## src/rtl/even_stats_if.sv

```systemverilog
// Sample-in / window-summary-out bundle for even_stats.
// out_max_run exists only when EVEN_STATS_MAX_RUN_EN is defined.
interface even_stats_if;
  logic       in_valid;
  logic [7:0] in_num;
  logic       in_even;
  logic       in_ready;
  logic       flush;
  logic       out_valid;
  logic       out_ready;
  logic [7:0] out_even_cnt;
  logic [7:0] out_odd_cnt;
  logic [15:0] out_even_sum;
  logic       out_err;
`ifdef EVEN_STATS_MAX_RUN_EN
  logic [7:0] out_max_run;
`endif

  // Producer of samples and consumer of summaries.
  modport master (
    output in_valid, in_num, in_even, flush, out_ready,
    input  in_ready, out_valid, out_even_cnt, out_odd_cnt, out_even_sum, out_err
`ifdef EVEN_STATS_MAX_RUN_EN
    , input out_max_run
`endif
  );

  modport slave (
    input  in_valid, in_num, in_even, flush, out_ready,
    output in_ready, out_valid, out_even_cnt, out_odd_cnt, out_even_sum, out_err
`ifdef EVEN_STATS_MAX_RUN_EN
    , output out_max_run
`endif
  );
endinterface

```

## src/rtl/even_stats.sv

```systemverilog
// Per-window parity statistics; optional longest-even-run tracking under EVEN_STATS_MAX_RUN_EN.
// Latency: summary valid the cycle after the closing sample or flush.
// Backpressure: in_ready low while a summary is held; no bypass on the handshake.
module even_stats #(
  parameter int WINDOW = 16
) (
  input logic        clk,
  input logic        reset,
  even_stats_if.slave bus
);

  generate
    if (WINDOW < 2 || WINDOW > 255) begin : g_bad_window
      $error("even_stats: WINDOW must be in 2..255");
    end
  endgenerate

  typedef enum logic {ACCUM = 1'b0, HOLD = 1'b1} state_t;

  typedef struct packed {
    logic [7:0]  even_cnt;
    logic [7:0]  odd_cnt;
    logic [15:0] even_sum;
    logic        err;
`ifdef EVEN_STATS_MAX_RUN_EN
    logic [7:0]  max_run;
`endif
  } stats_t;

  state_t state_q, state_d;
  stats_t acc_q, acc_d;
  stats_t out_q;
  logic   rdy, vld;
  logic   take, close, hs;
  logic [8:0] total;
`ifdef EVEN_STATS_MAX_RUN_EN
  logic [7:0] run_q, run_d;
`endif

  assign take  = bus.in_valid && (state_q == ACCUM);
  assign total = {1'b0, acc_d.even_cnt} + {1'b0, acc_d.odd_cnt};
  // Same-edge sample counts toward both the window size and the flush guard.
  assign close = (state_q == ACCUM) &&
                 ((total == 9'(WINDOW)) || (bus.flush && (total != 9'd0)));
  assign hs    = (state_q == HOLD) && bus.out_ready;

  always_ff @(posedge clk) begin
    if (reset) begin
      state_q <= ACCUM;
    end else begin
      state_q <= state_d;
    end
  end

  always_comb begin
    state_d = state_q;
    rdy     = 1'b0;
    vld     = 1'b0;
    case (state_q)
      ACCUM: begin
        rdy = 1'b1;
        if (close) state_d = HOLD;
      end
      HOLD: begin
        vld = 1'b1;
        if (bus.out_ready) state_d = ACCUM;
      end
      default: state_d = ACCUM;
    endcase
  end

  always_comb begin
    acc_d = acc_q;
`ifdef EVEN_STATS_MAX_RUN_EN
    run_d = run_q;
`endif
    if (take) begin
      if (bus.in_even) begin
        acc_d.even_cnt = acc_q.even_cnt + 8'd1;
        acc_d.even_sum = acc_q.even_sum + {8'd0, bus.in_num};
      end else begin
        acc_d.odd_cnt = acc_q.odd_cnt + 8'd1;
      end
      // Verdict disagrees with the LSB: even claimed for odd value or vice versa.
      if (bus.in_even == bus.in_num[0]) acc_d.err = 1'b1;
`ifdef EVEN_STATS_MAX_RUN_EN
      run_d = bus.in_even ? run_q + 8'd1 : 8'd0;
      if (run_d > acc_q.max_run) acc_d.max_run = run_d;
`endif
    end
  end

  always_ff @(posedge clk) begin
    if (reset) begin
      acc_q <= '0;
      out_q <= '0;
`ifdef EVEN_STATS_MAX_RUN_EN
      run_q <= 8'd0;
`endif
    end else begin
      if (hs) begin
        acc_q <= '0;
      end else begin
        acc_q <= acc_d;
      end
`ifdef EVEN_STATS_MAX_RUN_EN
      run_q <= hs ? 8'd0 : run_d;
`endif
      if (close) out_q <= acc_d;
    end
  end

  assign bus.in_ready     = rdy;
  assign bus.out_valid    = vld;
  assign bus.out_even_cnt = out_q.even_cnt;
  assign bus.out_odd_cnt  = out_q.odd_cnt;
  assign bus.out_even_sum = out_q.even_sum;
  assign bus.out_err      = out_q.err;
`ifdef EVEN_STATS_MAX_RUN_EN
  assign bus.out_max_run  = out_q.max_run;
`endif

endmodule
```

## src/flat_wrapper.sv

```systemverilog
// flat-port wrapper written by rule: the top's interface ports become plain ports
module even_stats_flat 
#(
  parameter int WINDOW = 16
)
  (clk, reset, bus_in_valid, bus_in_num, bus_in_even, bus_flush, bus_out_ready, bus_in_ready, bus_out_valid, bus_out_even_cnt, bus_out_odd_cnt, bus_out_even_sum, bus_out_err);
  even_stats_if bus_i ();
  input logic clk;
  input logic reset;
  input wire logic [$bits(bus_i.in_valid)-1:0] bus_in_valid;
  input wire logic [$bits(bus_i.in_num)-1:0] bus_in_num;
  input wire logic [$bits(bus_i.in_even)-1:0] bus_in_even;
  input wire logic [$bits(bus_i.flush)-1:0] bus_flush;
  input wire logic [$bits(bus_i.out_ready)-1:0] bus_out_ready;
  output wire logic [$bits(bus_i.in_ready)-1:0] bus_in_ready;
  output wire logic [$bits(bus_i.out_valid)-1:0] bus_out_valid;
  output wire logic [$bits(bus_i.out_even_cnt)-1:0] bus_out_even_cnt;
  output wire logic [$bits(bus_i.out_odd_cnt)-1:0] bus_out_odd_cnt;
  output wire logic [$bits(bus_i.out_even_sum)-1:0] bus_out_even_sum;
  output wire logic [$bits(bus_i.out_err)-1:0] bus_out_err;
  assign bus_i.in_valid = bus_in_valid;
  assign bus_i.in_num = bus_in_num;
  assign bus_i.in_even = bus_in_even;
  assign bus_i.flush = bus_flush;
  assign bus_i.out_ready = bus_out_ready;
  assign bus_in_ready = bus_i.in_ready;
  assign bus_out_valid = bus_i.out_valid;
  assign bus_out_even_cnt = bus_i.out_even_cnt;
  assign bus_out_odd_cnt = bus_i.out_odd_cnt;
  assign bus_out_even_sum = bus_i.out_even_sum;
  assign bus_out_err = bus_i.out_err;
  even_stats #(.WINDOW(WINDOW)) u_core (.clk(clk), .reset(reset), .bus(bus_i));
endmodule
```

## config.mk

```make
export PLATFORM = sky130hd
export DESIGN_NAME = even_stats_flat
export DESIGN_NICKNAME = d
export VERILOG_FILES = /design/src/rtl/even_stats_if.sv /design/src/rtl/even_stats.sv /design/src/flat_wrapper.sv
export SDC_FILE = /design/constraint.sdc
export NUM_CORES = 1
export LEC_CHECK = 0
export ABC_AREA = 1
export CAP_MARGIN = 20
export CORE_AREA = 2 2 114 116
export DETAILED_ROUTE_END_ITERATION = 12
export DIE_AREA = 0 0 116 118
export GPL_TIMING_DRIVEN = 0
export PLACE_DENSITY = 0.48
export SLEW_MARGIN = 15
export SYNTH_ARGS = -nofsm -noshare
export SYNTH_HDL_FRONTEND = slang
export SYNTH_SLANG_ARGS = --single-unit
```

## constraint.sdc

```tcl
create_clock -name clk -period 6.33 [get_ports clk]
set_input_delay 1.266 -clock clk [delete_from_list [all_inputs] [get_ports clk]]
set_output_delay 1.266 -clock clk [all_outputs]
set_load 0.05 [all_outputs]
```

==> impl_metrics.env, run 1 <==
export IMPL_cts_resized=0
export IMPL_diodes=0
export IMPL_clkLatencyLatePin_ns=0.33
export IMPL_seq_power_share=0.316
export IMPL_hpwl_mm=7.00
export IMPL_worstPathArrival_ns=4.61
export IMPL_route_antenna_remaining_nets=0
export IMPL_root_cell_of_the_clock_tree="clkbuf_16"
export IMPL_timing_hold_violations_final=0
export IMPL_layout_worst_path_cycle_share=0.693
export IMPL_cts_setup_buffers=0
export IMPL_maximum_number_of_pins_on_one_net_before_global_route_repair=12
export IMPL_grt_antenna_before_repair=0
export IMPL_min_path_cells=2
export IMPL_floorplan_io_pins=49
export IMPL_unrepaired_setup_endpoints_after_global_routing="no"
export IMPL_clk_transition_reported_paths_ns=0.05
export IMPL_dr_total_vias=3323
export IMPL_leading_cell_types_in_the_layout_fill_and_taps_excluded="nand2_1 (110), nor2_1 (85), dfxtp_1 (67)"
export IMPL_synth_cell_type_count=30
export IMPL_power_density_cell_area_nw_per_um2=356
export IMPL_finalSetupViolations=0
export IMPL_postSynthNetCount=561
export IMPL_core_area_sq_um=12400
export IMPL_synth_warnings=0
export IMPL_cts_sinks=67
export IMPL_post_dr_vias_cell=4.36
export IMPL_number_of_global_route_vias_before_repair=3291
export IMPL_tritoncts_num_buffers=9
export IMPL_final_hold_worst_slack_ns=0.474
export IMPL_final_nets=620
export IMPL_post_synth_main_area_contributors="dfxtp_1 (37%), nand2_1 (11%), nor2_1 (8.8%), nand3_1 (7.4%), inv_1 (6.7%)"
export IMPL_place_gp_congestion=0.779
export IMPL_slew_headroom=0.546
export IMPL_timing_worst_slew_pin_value_ns=0.674
export IMPL_tns_ns=0
export IMPL_critical_path_reg2reg_startpoint="u_core.state_q"
export IMPL_worst_hold_path_type="reg2reg"
export IMPL_portBuffers=48
export IMPL_wl_per_cell_um=11.9
export IMPL_overall_fraction_of_global_route_tracks_in_use=0.142
export IMPL_ctsHtreeMaxLevel=3
export IMPL_register_to_register_setup_slack_ns=2.85
export IMPL_netlist_top_cell_by_area="dfxtp_1"
export IMPL_critical_path_reg2reg_endpoint="u_core.bus.out_odd_cnt[1]"
export IMPL_drt_total_wl_mm=9.09
export IMPL_final_common_cell="nand2_1"
export IMPL_floorplan_die_height_um=118
export IMPL_cts_hold_buffers=0
export IMPL_area_of_the_mapped_netlist_sq_um=3630
export IMPL_synth_top_cell_area_share=0.369
export IMPL_ys_ff_latch=67
export IMPL_synth_yosys_seq_area_share=0.369
export IMPL_drt_drc_violations_left=0
export IMPL_power_switching_share=0.387
export IMPL_grt_remaining_overflow=0
export IMPL_cts_path_max_buffers=2
export IMPL_drv_cap=0
export IMPL_first_pass_grt_wire_length_mm=15.4
export IMPL_worstSetupEndpointType="flip-flop"
export IMPL_cts_tree="built"
export IMPL_fp_row_count=41
export IMPL_critical_path_peak_fanout=10
export IMPL_critPathKind="in2reg"
export IMPL_total_area_of_multi_input_combinational_cells_sq_um=1930
export IMPL_detail_route_first_pass_iterations=4
export IMPL_status="completed"
export IMPL_internal_power_uw=1010
export IMPL_totalPowerFinal_uw=1640
export IMPL_reg2reg_depth=19
export IMPL_slew_violations=0
export IMPL_synth_avg_cell_area_sq_um=6.90
export IMPL_timing_critical_path_required_ns=6.55
export IMPL_max_freq_ghz=0.228
export IMPL_pwr_share_clk=0.303
export IMPL_worst_setup_startpoint="bus_in_even"
export IMPL_static_leak_uw=0.00211
export IMPL_finalWorstPathRequiredPeriod_ns=4.39
export IMPL_area_sequential_sq_um=1340
export IMPL_drive_above_1_share=0.0541
export IMPL_combinationalPowerShare=0.381
export IMPL_die_width_um=116
export IMPL_die_area_sq_um=13700
export IMPL_fin_util=0.373
export IMPL_layout_filler_cells=1384
export IMPL_finalClockSkew_ns=0.00548
export IMPL_ir_drop_worst_vdd_mv=0.136
export IMPL_net_switching_power_uw=636
export IMPL_crit_path_end="u_core.bus.out_odd_cnt[1]"
export IMPL_post_synth_inst_count=527
export IMPL_floorplan_initialDensity=0.293
export IMPL_worst_setup_start_kind="input port"
export IMPL_detail_route_iter0_violations=141
export IMPL_area_growth_pct=27.3
[cells by family (layout without fill, tap and decap cells)]
| group | after synthesis | count (layout) | share of synthesized area |
|---|---|---|---|
| compound gates | 60 | 60 | 0.0861 |
| xor+xnor | 23 | 23 | 0.0554 |
| fa+ha+maj | 20 | 20 | 0.0730 |
| buf+inv | 88 | 152 | 0.101 |
| flops | 67 | 67 | 0.369 |
| mux | 3 | 3 | 0.00826 |
| simple gates | 266 | 266 | 0.308 |
[synthesized netlist by cell type]
master / instances
buf_2: 1
nor3_1: 1
o21a_1: 2
xor2_1: 17
xnor2_1: 6
nand2_4: 1
buf_6: 3
buf_1: 6
buf_4: 3
nor2_1: 85
a21oi_1: 46
nor2_2: 1
mux2i_1: 3
inv_1: 65
inv_2: 3
a21o_1: 2
nor3_2: 1
fa_1: 2
nand3b_1: 2
a211oi_1: 1
nand4_1: 7
dfxtp_1: 67
clkbuf_1: 7
nand3_1: 54
o21ai_0: 8
or2_2: 2
nand2_2: 2
ha_1: 18
o21ai_1: 1
nand2_1: 110
[per-stage QoR]
step                      instances  instance area, sq um  setup WS (ns)
after floorplan                 527                  3630           2.74
after global placement          747                  4330           1.51
after detailed placement        747                  4330           1.48
after CTS                       763                  4630           1.83
after global routing            763                  4630           1.51
final                           763                  4630           1.94
[cell type report]
class / count / area share
Multi-Input combinational cell: 372 / 0.417
Sequential cell: 67 / 0.290
Timing Repair Buffer: 48 / 0.104
Inverter: 68 / 0.0552
Clock buffer: 11 / 0.0525
Tap cell: 172 / 0.0465
Buffer: 20 / 0.0238
Clock inverter: 5 / 0.0114
[registers in the layout (all words and copies together), names as in the netlist]
name / count
u_core.bus.out_err: 1
u_core.bus.out_even_sum: 16
u_core.bus.out_odd_cnt: 8
u_core.state_q: 1
u_core.bus.out_even_cnt: 8
u_core.acc_q: 33
[power by group through the flow]
stage	clock network [uW]	logic [uW]	registers, uW
3_5_place_dp	0	632	529
6_report	499	626	519
5_1_grt	527	687	527
4_1_cts	511	633	521
2_1_floorplan	0	264	704
3_3_place_gp	0	629	528
[worst max-delay path: stages]
cell	delay, ns
clkdlybuf4s50_1	0.55
nand3_1	0.16
buf_2	0.25
o21ai_0	0.57
inv_1	0.11
ha_1	0.32
nand3_1	0.13
nand3_1	0.09
nand2_1	0.10
nand2_1	0.06
nand2_1	0.06
nand2_1	0.04
nor2_1	0.13
nand4_1	0.15
nand2_4	0.20
buf_6	0.17
nand3_1	0.11
nand2_1	0.10
nor2_1	0.04
[metal layers]
layer / vias to the layer above / wire (um) / GRT usage
met5: - / 0 / 0
met4: 0 / 159 / 0.0513
met3: 14 / 227 / 0.0227
met2: 37 / 4450 / 0.248
met1: 1485 / 4250 / 0.172
li1: 1787 / - / -
[worst min-delay path by stage]
stage                                start                     endpoint
2_1_floorplan              u_core.acc_q[0]              u_core.acc_q[0]
3_3_place_gp    u_core.bus.out_even_sum[7]   u_core.bus.out_even_sum[7]
3_5_place_dp   u_core.bus.out_even_sum[11]  u_core.bus.out_even_sum[11]
4_1_cts        u_core.bus.out_even_sum[11]  u_core.bus.out_even_sum[11]
5_1_grt                    u_core.acc_q[0]              u_core.acc_q[0]
6_report       u_core.bus.out_even_sum[11]  u_core.bus.out_even_sum[11]
Note: power is estimated with default switching activity, not from simulation.
==> run 2, diff against run 1 <==
--- a/config.mk
+++ b/config.mk
@@ -11,7 +11,7 @@
 export DETAILED_ROUTE_END_ITERATION = 12
 export DIE_AREA = 0 0 116 118
 export GPL_TIMING_DRIVEN = 0
-export PLACE_DENSITY = 0.48
+export PLACE_DENSITY = 0.5
 export SLEW_MARGIN = 15
 export SYNTH_ARGS = -nofsm -noshare
 export SYNTH_HDL_FRONTEND = slang
==> constraint.sdc (replaced) <==
create_clock -name clk -period 3.59 [get_ports clk]
set_input_delay 0.718 -clock clk [delete_from_list [all_inputs] [get_ports clk]]
set_output_delay 0.718 -clock clk [all_outputs]
set_load 0.05 [all_outputs]
==> run 2 against run 1 <==
  * Via count up 2.8%
  * Count of clock-buffer cells in the layout unchanged
  * Worst setup slack got worse by 1.6 ns
  * Combinational power increased by 82%
  * Clock power grew 82%
  * Global-route usage up 0.16 points
  * Core utilization grew 2.1 points
  * Total power grew 80%
  * Wire length is 0.75% higher
  * Non-clock buffer count up 6
  * Critical path depth fell by 1
  * Largest cell class unchanged
==> impl_metrics.env, run 2 (synthesis gave the netlist of run 1 again) <==
export IMPL_overall_fraction_of_global_route_tracks_in_use=0.143
export IMPL_hpwl_mm=6.91
export IMPL_internal_power_uw=1820
export IMPL_portBuffers=48
export IMPL_drv_cap=0
export IMPL_critical_path_reg2reg_startpoint="u_core.state_q"
export IMPL_met3RoutedLength_um=263
export IMPL_whs_endpoint="u_core.bus.out_even_sum[9]"
export IMPL_routed_wl_met2_mm=4.46
export IMPL_crit_chain="inv_2 > nand3_4 > nor2_4 > nand3_2 > nor3_4 > nand3_2 > xor2_2 > inv_1 > ha_1 > a21oi_1 > o21ai_0 > a21oi_1 > nand4_1 > nand2_8 > buf_8 > nand3_1 > nand2_1 > nor2_1"
export IMPL_register_to_register_setup_slack_ns=0.31
export IMPL_crit_slowest_cell="dfxtp_1"
export IMPL_drt_drc_violations_left=0
export IMPL_maximum_number_of_pins_on_one_net_before_global_route_repair=13
export IMPL_static_leak_uw=0.00217
export IMPL_die_area_sq_um=13700
export IMPL_cts_path_max_buffers=2
export IMPL_drive_above_1_share=0.111
export IMPL_ir_drop_worst_vdd_mv=0.216
export IMPL_critical_path_max_stage_delay_ns=0.34
export IMPL_drt_total_wl_mm=9.16
export IMPL_floorplan_die_height_um=118
export IMPL_detail_route_iter0_violations=193
export IMPL_final_hold_worst_slack_ns=0.478
export IMPL_cts_tree="built"
export IMPL_min_path_cells=2
export IMPL_max_freq_ghz=0.305
export IMPL_unrepaired_setup_endpoints_after_global_routing="no"
export IMPL_finalWorstPathRequiredPeriod_ns=3.28
export IMPL_seq_power_share=0.309
export IMPL_root_cell_of_the_clock_tree="clkbuf_16"
export IMPL_grt_antenna_before_repair=0
export IMPL_diodes=0
export IMPL_final_instance_count_excl_fill=769
export IMPL_met1_length_mm=4.22
export IMPL_core_area_sq_um=12400
export IMPL_first_pass_grt_wire_length_mm=15.7
export IMPL_critPathKind="reg2reg"
export IMPL_power_switching_share=0.385
export IMPL_number_of_global_route_vias_before_repair=3390
export IMPL_critical_path_reg2reg_endpoint="u_core.bus.out_odd_cnt[1]"
export IMPL_min_delay_start="u_core.bus.out_even_sum[9]"
export IMPL_route_antenna_remaining_nets=0
export IMPL_dr_total_vias=3415
export IMPL_timing_worst_slew_pin_value_ns=0.570
export IMPL_highest_signal_layer="met4"
export IMPL_die_width_um=116
export IMPL_worst_hold_path_type="reg2reg"
export IMPL_cts_sinks=67
export IMPL_totalPowerFinal_uw=2970
export IMPL_final_nets=626
export IMPL_tns_ns=0
export IMPL_post_dr_vias_cell=4.44
export IMPL_slew_violations=0
export IMPL_pwr_share_clk=0.306
export IMPL_timing_hold_violations_final=0
export IMPL_power_density_cell_area_nw_per_um2=607
export IMPL_floorplan_initialDensity=0.293
export IMPL_clk_transition_reported_paths_ns=0.05
export IMPL_timing_critical_path_required_ns=3.81
export IMPL_combinationalPowerShare=0.385
export IMPL_tritoncts_num_buffers=9
export IMPL_net_switching_power_uw=1140
export IMPL_detail_route_first_pass_iterations=4
export IMPL_critical_path_peak_fanout=10
export IMPL_worst_setup_start_kind="flip-flop"
export IMPL_reg2reg_depth=18
export IMPL_worstSetupEndpointType="flip-flop"
export IMPL_numPlacedInstances=747
export IMPL_status="completed"
export IMPL_place_gp_congestion=0.774
export IMPL_stdcell_area_sq_um=4890
export IMPL_worstPathArrival_ns=3.51
export IMPL_largest_register_ffs=33
export IMPL_leading_cell_types_in_the_layout_fill_and_taps_excluded="nand2_1 (107), nor2_1 (81), dfxtp_1 (67)"
export IMPL_layout_worst_path_cycle_share=0.914
export IMPL_floorplan_io_pins=49
export IMPL_slew_headroom=0.616
export IMPL_largest_register="u_core.acc_q"
export IMPL_wl_per_cell_um=11.9
export IMPL_post_dp_cell_area_sq_um=4330
export IMPL_fp_row_count=41
export IMPL_clkLatencyLatePin_ns=0.33
export IMPL_finalClockSkew_ns=0.00367
export IMPL_grt_remaining_overflow=0
export IMPL_final_common_cell="nand2_1"
export IMPL_ctsHtreeMaxLevel=3
export IMPL_finalSetupViolations=0
export IMPL_area_growth_pct=34.5
-- run 2: cell count changes in the layout (fill, tap and decap cells not counted), moves of 4 or more --
cell / before / now
buf_4: 3 / 7
ha_1: 18 / 14
nor2_1: 85 / 81
xor2_2: 0 / 6
xor2_1: 17 / 10
-- run 2: layout make-up --
cell class,count,area [sq um]
Buffer,20,135
Inverter,68,255
Clock inverter,5,61.3
Fill cell,1341,7530
Timing Repair Buffer,54,515
Tap cell,172,215
Sequential cell,67,1340
Clock buffer,11,253
Multi-Input combinational cell,372,2110
-- run 2: worst max-delay path, delay by kind of cell (launching register included) --
kind / cells / cell delay [ns]
AOI/OAI and AO/OA: 3 / 0.42
buffers and inverters: 3 / 0.44
adders and majority gates: 1 / 0.32
xor gates and xnor gates: 1 / 0.20
DFF: 1 / 0.34
and+or+nand+nor: 10 / 1.44
-- run 2: what timing repair did --
item,4_1_cts,5_1_grt
hold buffers,0,0
resized for setup,28,18
gates cloned,0,0
setup buffers,3,3
pin swaps,6,5
setup endpoints to repair,34,34
-- run 2: metal layers --
layer | vias up | track usage
li1 | 1799 | -
met5 | - | 0
met3 | 18 | 0.0283
met4 | 0 | 0.0536
met1 | 1550 | 0.176
met2 | 48 | 0.244
-- run 2: stage by stage --
step	util	setup WS, ns
3_5_place_dp	0.349	-0.722
5_1_grt	0.394	0.0165
3_3_place_gp	0.349	-0.672
6_report	0.394	0.308
4_1_cts	0.388	0.165
2_1_floorplan	-	0.527
-- run 2: power by group through the flow --
stage          Combinational (uW)  Sequential [uW]  Clock (uW)
6_report                     1140              916         909
5_1_grt                      1250              927         957
4_1_cts                      1130              917         930
3_5_place_dp                 1120              931           0
3_3_place_gp                 1110              930           0
2_1_floorplan                 466             1240           0
-- run 2: how the worst max path moves through the flow --
stage	depth (start not counted)	from	to
detailed placement	19	bus_in_even	u_core.bus.out_odd_cnt[1]
CTS	22	bus_in_even	u_core.bus.out_odd_cnt[3]
global route	21	u_core.state_q	u_core.bus.out_odd_cnt[1]
global placement	19	bus_in_even	u_core.bus.out_odd_cnt[1]
floorplan	22	u_core.state_q	u_core.bus.out_even_sum[10]
finish	18	u_core.state_q	u_core.bus.out_odd_cnt[1]
==> run 3, diff against run 2 <==
--- a/config.mk
+++ b/config.mk
@@ -11,7 +11,7 @@
 export DETAILED_ROUTE_END_ITERATION = 12
 export DIE_AREA = 0 0 116 118
 export GPL_TIMING_DRIVEN = 0
-export PLACE_DENSITY = 0.5
+export PLACE_DENSITY = 0.48
 export SLEW_MARGIN = 15
 export SYNTH_ARGS = -nofsm -noshare
 export SYNTH_HDL_FRONTEND = slang
==> constraint.sdc (replaced) <==
create_clock -name clk -period 3.7 [get_ports clk]
set_input_delay 0.74 -clock clk [delete_from_list [all_inputs] [get_ports clk]]
set_output_delay 0.74 -clock clk [all_outputs]
set_load 0.05 [all_outputs]
==> run 3 against run 2 <==
  * Clock power down 6.5%
  * Global-route usage about the same
  * Worst hold slack worse by 0.0033 ns
  * Critical endpoint unchanged
==> impl_metrics.env, run 3 (synthesis gave the netlist of run 1 again) <==
export IMPL_die_width_um=116
export IMPL_status="completed"
export IMPL_static_leak_uw=0.00216
export IMPL_crit_chain="dlygate4sd2_1 > nand2_1 > nor2_4 > nand2_1 > inv_1 > nand4_1 > xor2_2 > ha_1 > nand2_1 > inv_1 > a21oi_1 > nand2_1 > nand2_1 > nand2_1 > nor2_2 > nand4_1 > nand2_4 > buf_6 > nand3_1 > nand2_1 > nor2_1"
export IMPL_critical_path_peak_fanout=10
export IMPL_detail_route_iter0_violations=153
export IMPL_root_cell_of_the_clock_tree="clkbuf_16"
export IMPL_post_dr_vias_cell=4.39
export IMPL_place_gp_congestion=0.779
export IMPL_grt_remaining_overflow=0
export IMPL_reg2reg_depth=21
export IMPL_drt_drc_violations_left=0
export IMPL_overall_fraction_of_global_route_tracks_in_use=0.143
export IMPL_drv_cap=0
export IMPL_drt_total_wl_mm=9.22
export IMPL_tns_ns=0
export IMPL_worstSetupEndpointType="flip-flop"
export IMPL_worst_hold_path_type="reg2reg"
export IMPL_detail_route_first_pass_iterations=4
export IMPL_critPathKind="in2reg"
export IMPL_maximum_number_of_pins_on_one_net_before_global_route_repair=12
export IMPL_pre_cts_ws_ns=-0.621
export IMPL_largest_register="u_core.acc_q"
export IMPL_finalWorstPathRequiredPeriod_ns=3.39
export IMPL_kind_of_cell_adding_the_most_delay_to_the_critical_path="simple AND/OR/NAND/NOR gates"
export IMPL_worstPathArrival_ns=3.62
export IMPL_critical_path_max_stage_delay_ns=0.37
export IMPL_worst_setup_startpoint="bus_in_valid"
export IMPL_core_area_sq_um=12400
export IMPL_die_area_sq_um=13700
export IMPL_fin_ws_ns=0.306
export IMPL_fp_row_count=41
export IMPL_cts_tree="built"
export IMPL_cts_path_max_buffers=2
export IMPL_clkLatencyLatePin_ns=0.33
export IMPL_power_density_cell_area_nw_per_um2=593
export IMPL_worst_setup_start_kind="input port"
export IMPL_layout_filler_cells=1375
export IMPL_critical_path_depth=21
export IMPL_hpwl_mm=7.00
export IMPL_finalSetupViolations=0
export IMPL_drive_above_1_share=0.0888
export IMPL_timing_critical_path_required_ns=3.93
export IMPL_dr_total_vias=3374
export IMPL_ir_drop_worst_vdd_mv=0.237
export IMPL_critical_path_reg2reg_endpoint="u_core.bus.out_odd_cnt[1]"
export IMPL_cts_sinks=67
export IMPL_timing_hold_violations_final=0
export IMPL_slew_headroom=0.635
export IMPL_number_of_global_route_vias_before_repair=3351
export IMPL_ctsHtreeMaxLevel=3
export IMPL_crit_slowest_cell="ha_1"
export IMPL_register_to_register_setup_slack_ns=0.37
export IMPL_finalClockSkew_ns=0.00496
export IMPL_stdcell_area_sq_um=4770
export IMPL_largest_register_ffs=33
export IMPL_clk_transition_reported_paths_ns=0.05
export IMPL_slew_violations=0
export IMPL_post_dp_cell_area_sq_um=4330
export IMPL_floorplan_initialDensity=0.293
export IMPL_layout_worst_path_cycle_share=0.917
export IMPL_floorplan_die_height_um=118
export IMPL_grt_antenna_before_repair=0
export IMPL_totalPowerFinal_uw=2830
export IMPL_final_common_cell="nand2_1"
export IMPL_timing_worst_slew_pin_value_ns=0.542
export IMPL_crit_path_end="u_core.bus.out_odd_cnt[1]"
export IMPL_numPlacedInstances=747
export IMPL_leading_cell_types_in_the_layout_fill_and_taps_excluded="nand2_1 (110), nor2_1 (81), dfxtp_1 (67)"
export IMPL_max_freq_ghz=0.295
export IMPL_first_pass_grt_wire_length_mm=15.6
export IMPL_worst_path_most_repeated_cell="nand2_1"
export IMPL_route_antenna_remaining_nets=0
export IMPL_final_nets=626
export IMPL_diodes=0
export IMPL_tritoncts_num_buffers=9
export IMPL_portBuffers=48
export IMPL_floorplan_io_pins=49
export IMPL_wl_per_cell_um=12.0
export IMPL_final_instance_count_excl_fill=769
export IMPL_critical_path_reg2reg_startpoint="u_core.state_q"
export IMPL_critical_path_n_buffers_inverters=4
export IMPL_area_growth_pct=31.2
run 3: stage by stage:
stage | hold WS (ns) | utilization
final | 0.474 | 0.384
after CTS | 0.480 | 0.378
after detailed placement | 0.466 | 0.349
after floorplan | 0.433 | -
after global routing | 0.506 | 0.384
after global placement | 0.463 | 0.349
run 3: per-layer routing:
layer  part of all wire  GRT usage  vias to the layer above
li1                   -          -                     1795
met1               0.46      0.171                     1521
met2               0.50      0.254                       44
met3              0.026     0.0227                       14
met4              0.018     0.0513                        0
met5                  0          0                        -
run 3: worst min path at each step:
stage                                start                          end  slack [ns]  cells past startpoint
2_1_floorplan              u_core.acc_q[0]              u_core.acc_q[0]        0.43                      2
3_3_place_gp    u_core.bus.out_even_sum[7]   u_core.bus.out_even_sum[7]        0.46                      2
3_5_place_dp   u_core.bus.out_even_sum[11]  u_core.bus.out_even_sum[11]        0.47                      2
4_1_cts        u_core.bus.out_even_sum[11]  u_core.bus.out_even_sum[11]        0.48                      2
5_1_grt          u_core.bus.out_odd_cnt[3]    u_core.bus.out_odd_cnt[3]        0.51                      2
6_report       u_core.bus.out_even_sum[11]  u_core.bus.out_even_sum[11]        0.47                      2
run 3: timing repair:
action	CTS	global route
pin swaps	5	3
hold buffers	0	0
resized for setup	12	12
buffers inserted	3	3
endpoints found under the setup margin	34	34
run 3: report_power, final:
group | switching (uW) | leakage, uW | internal, uW
Clock | 314 | 0.000145 | 536
Sequential | 61.0 | 0.000547 | 828
Combinational | 715 | 0.00147 | 373
Total | 1090 | 0.00216 | 1740
run 3: worst min-delay path: stages, from the launching register on:
cell and delay [ns]:
dfxtp_1 0.32, a21oi_1 0.04, nor2_1 0.08
run 3: final cells by class:
class / instances / area (sq um) / area share
Multi-Input combinational cell: 372 / 2020 / 0.424
Sequential cell: 67 / 1340 / 0.281
Timing Repair Buffer: 54 / 519 / 0.109
Inverter: 68 / 255 / 0.0535
Clock buffer: 11 / 243 / 0.0509
Tap cell: 172 / 215 / 0.0451
Buffer: 20 / 121 / 0.0255
Clock inverter: 5 / 52.6 / 0.0110
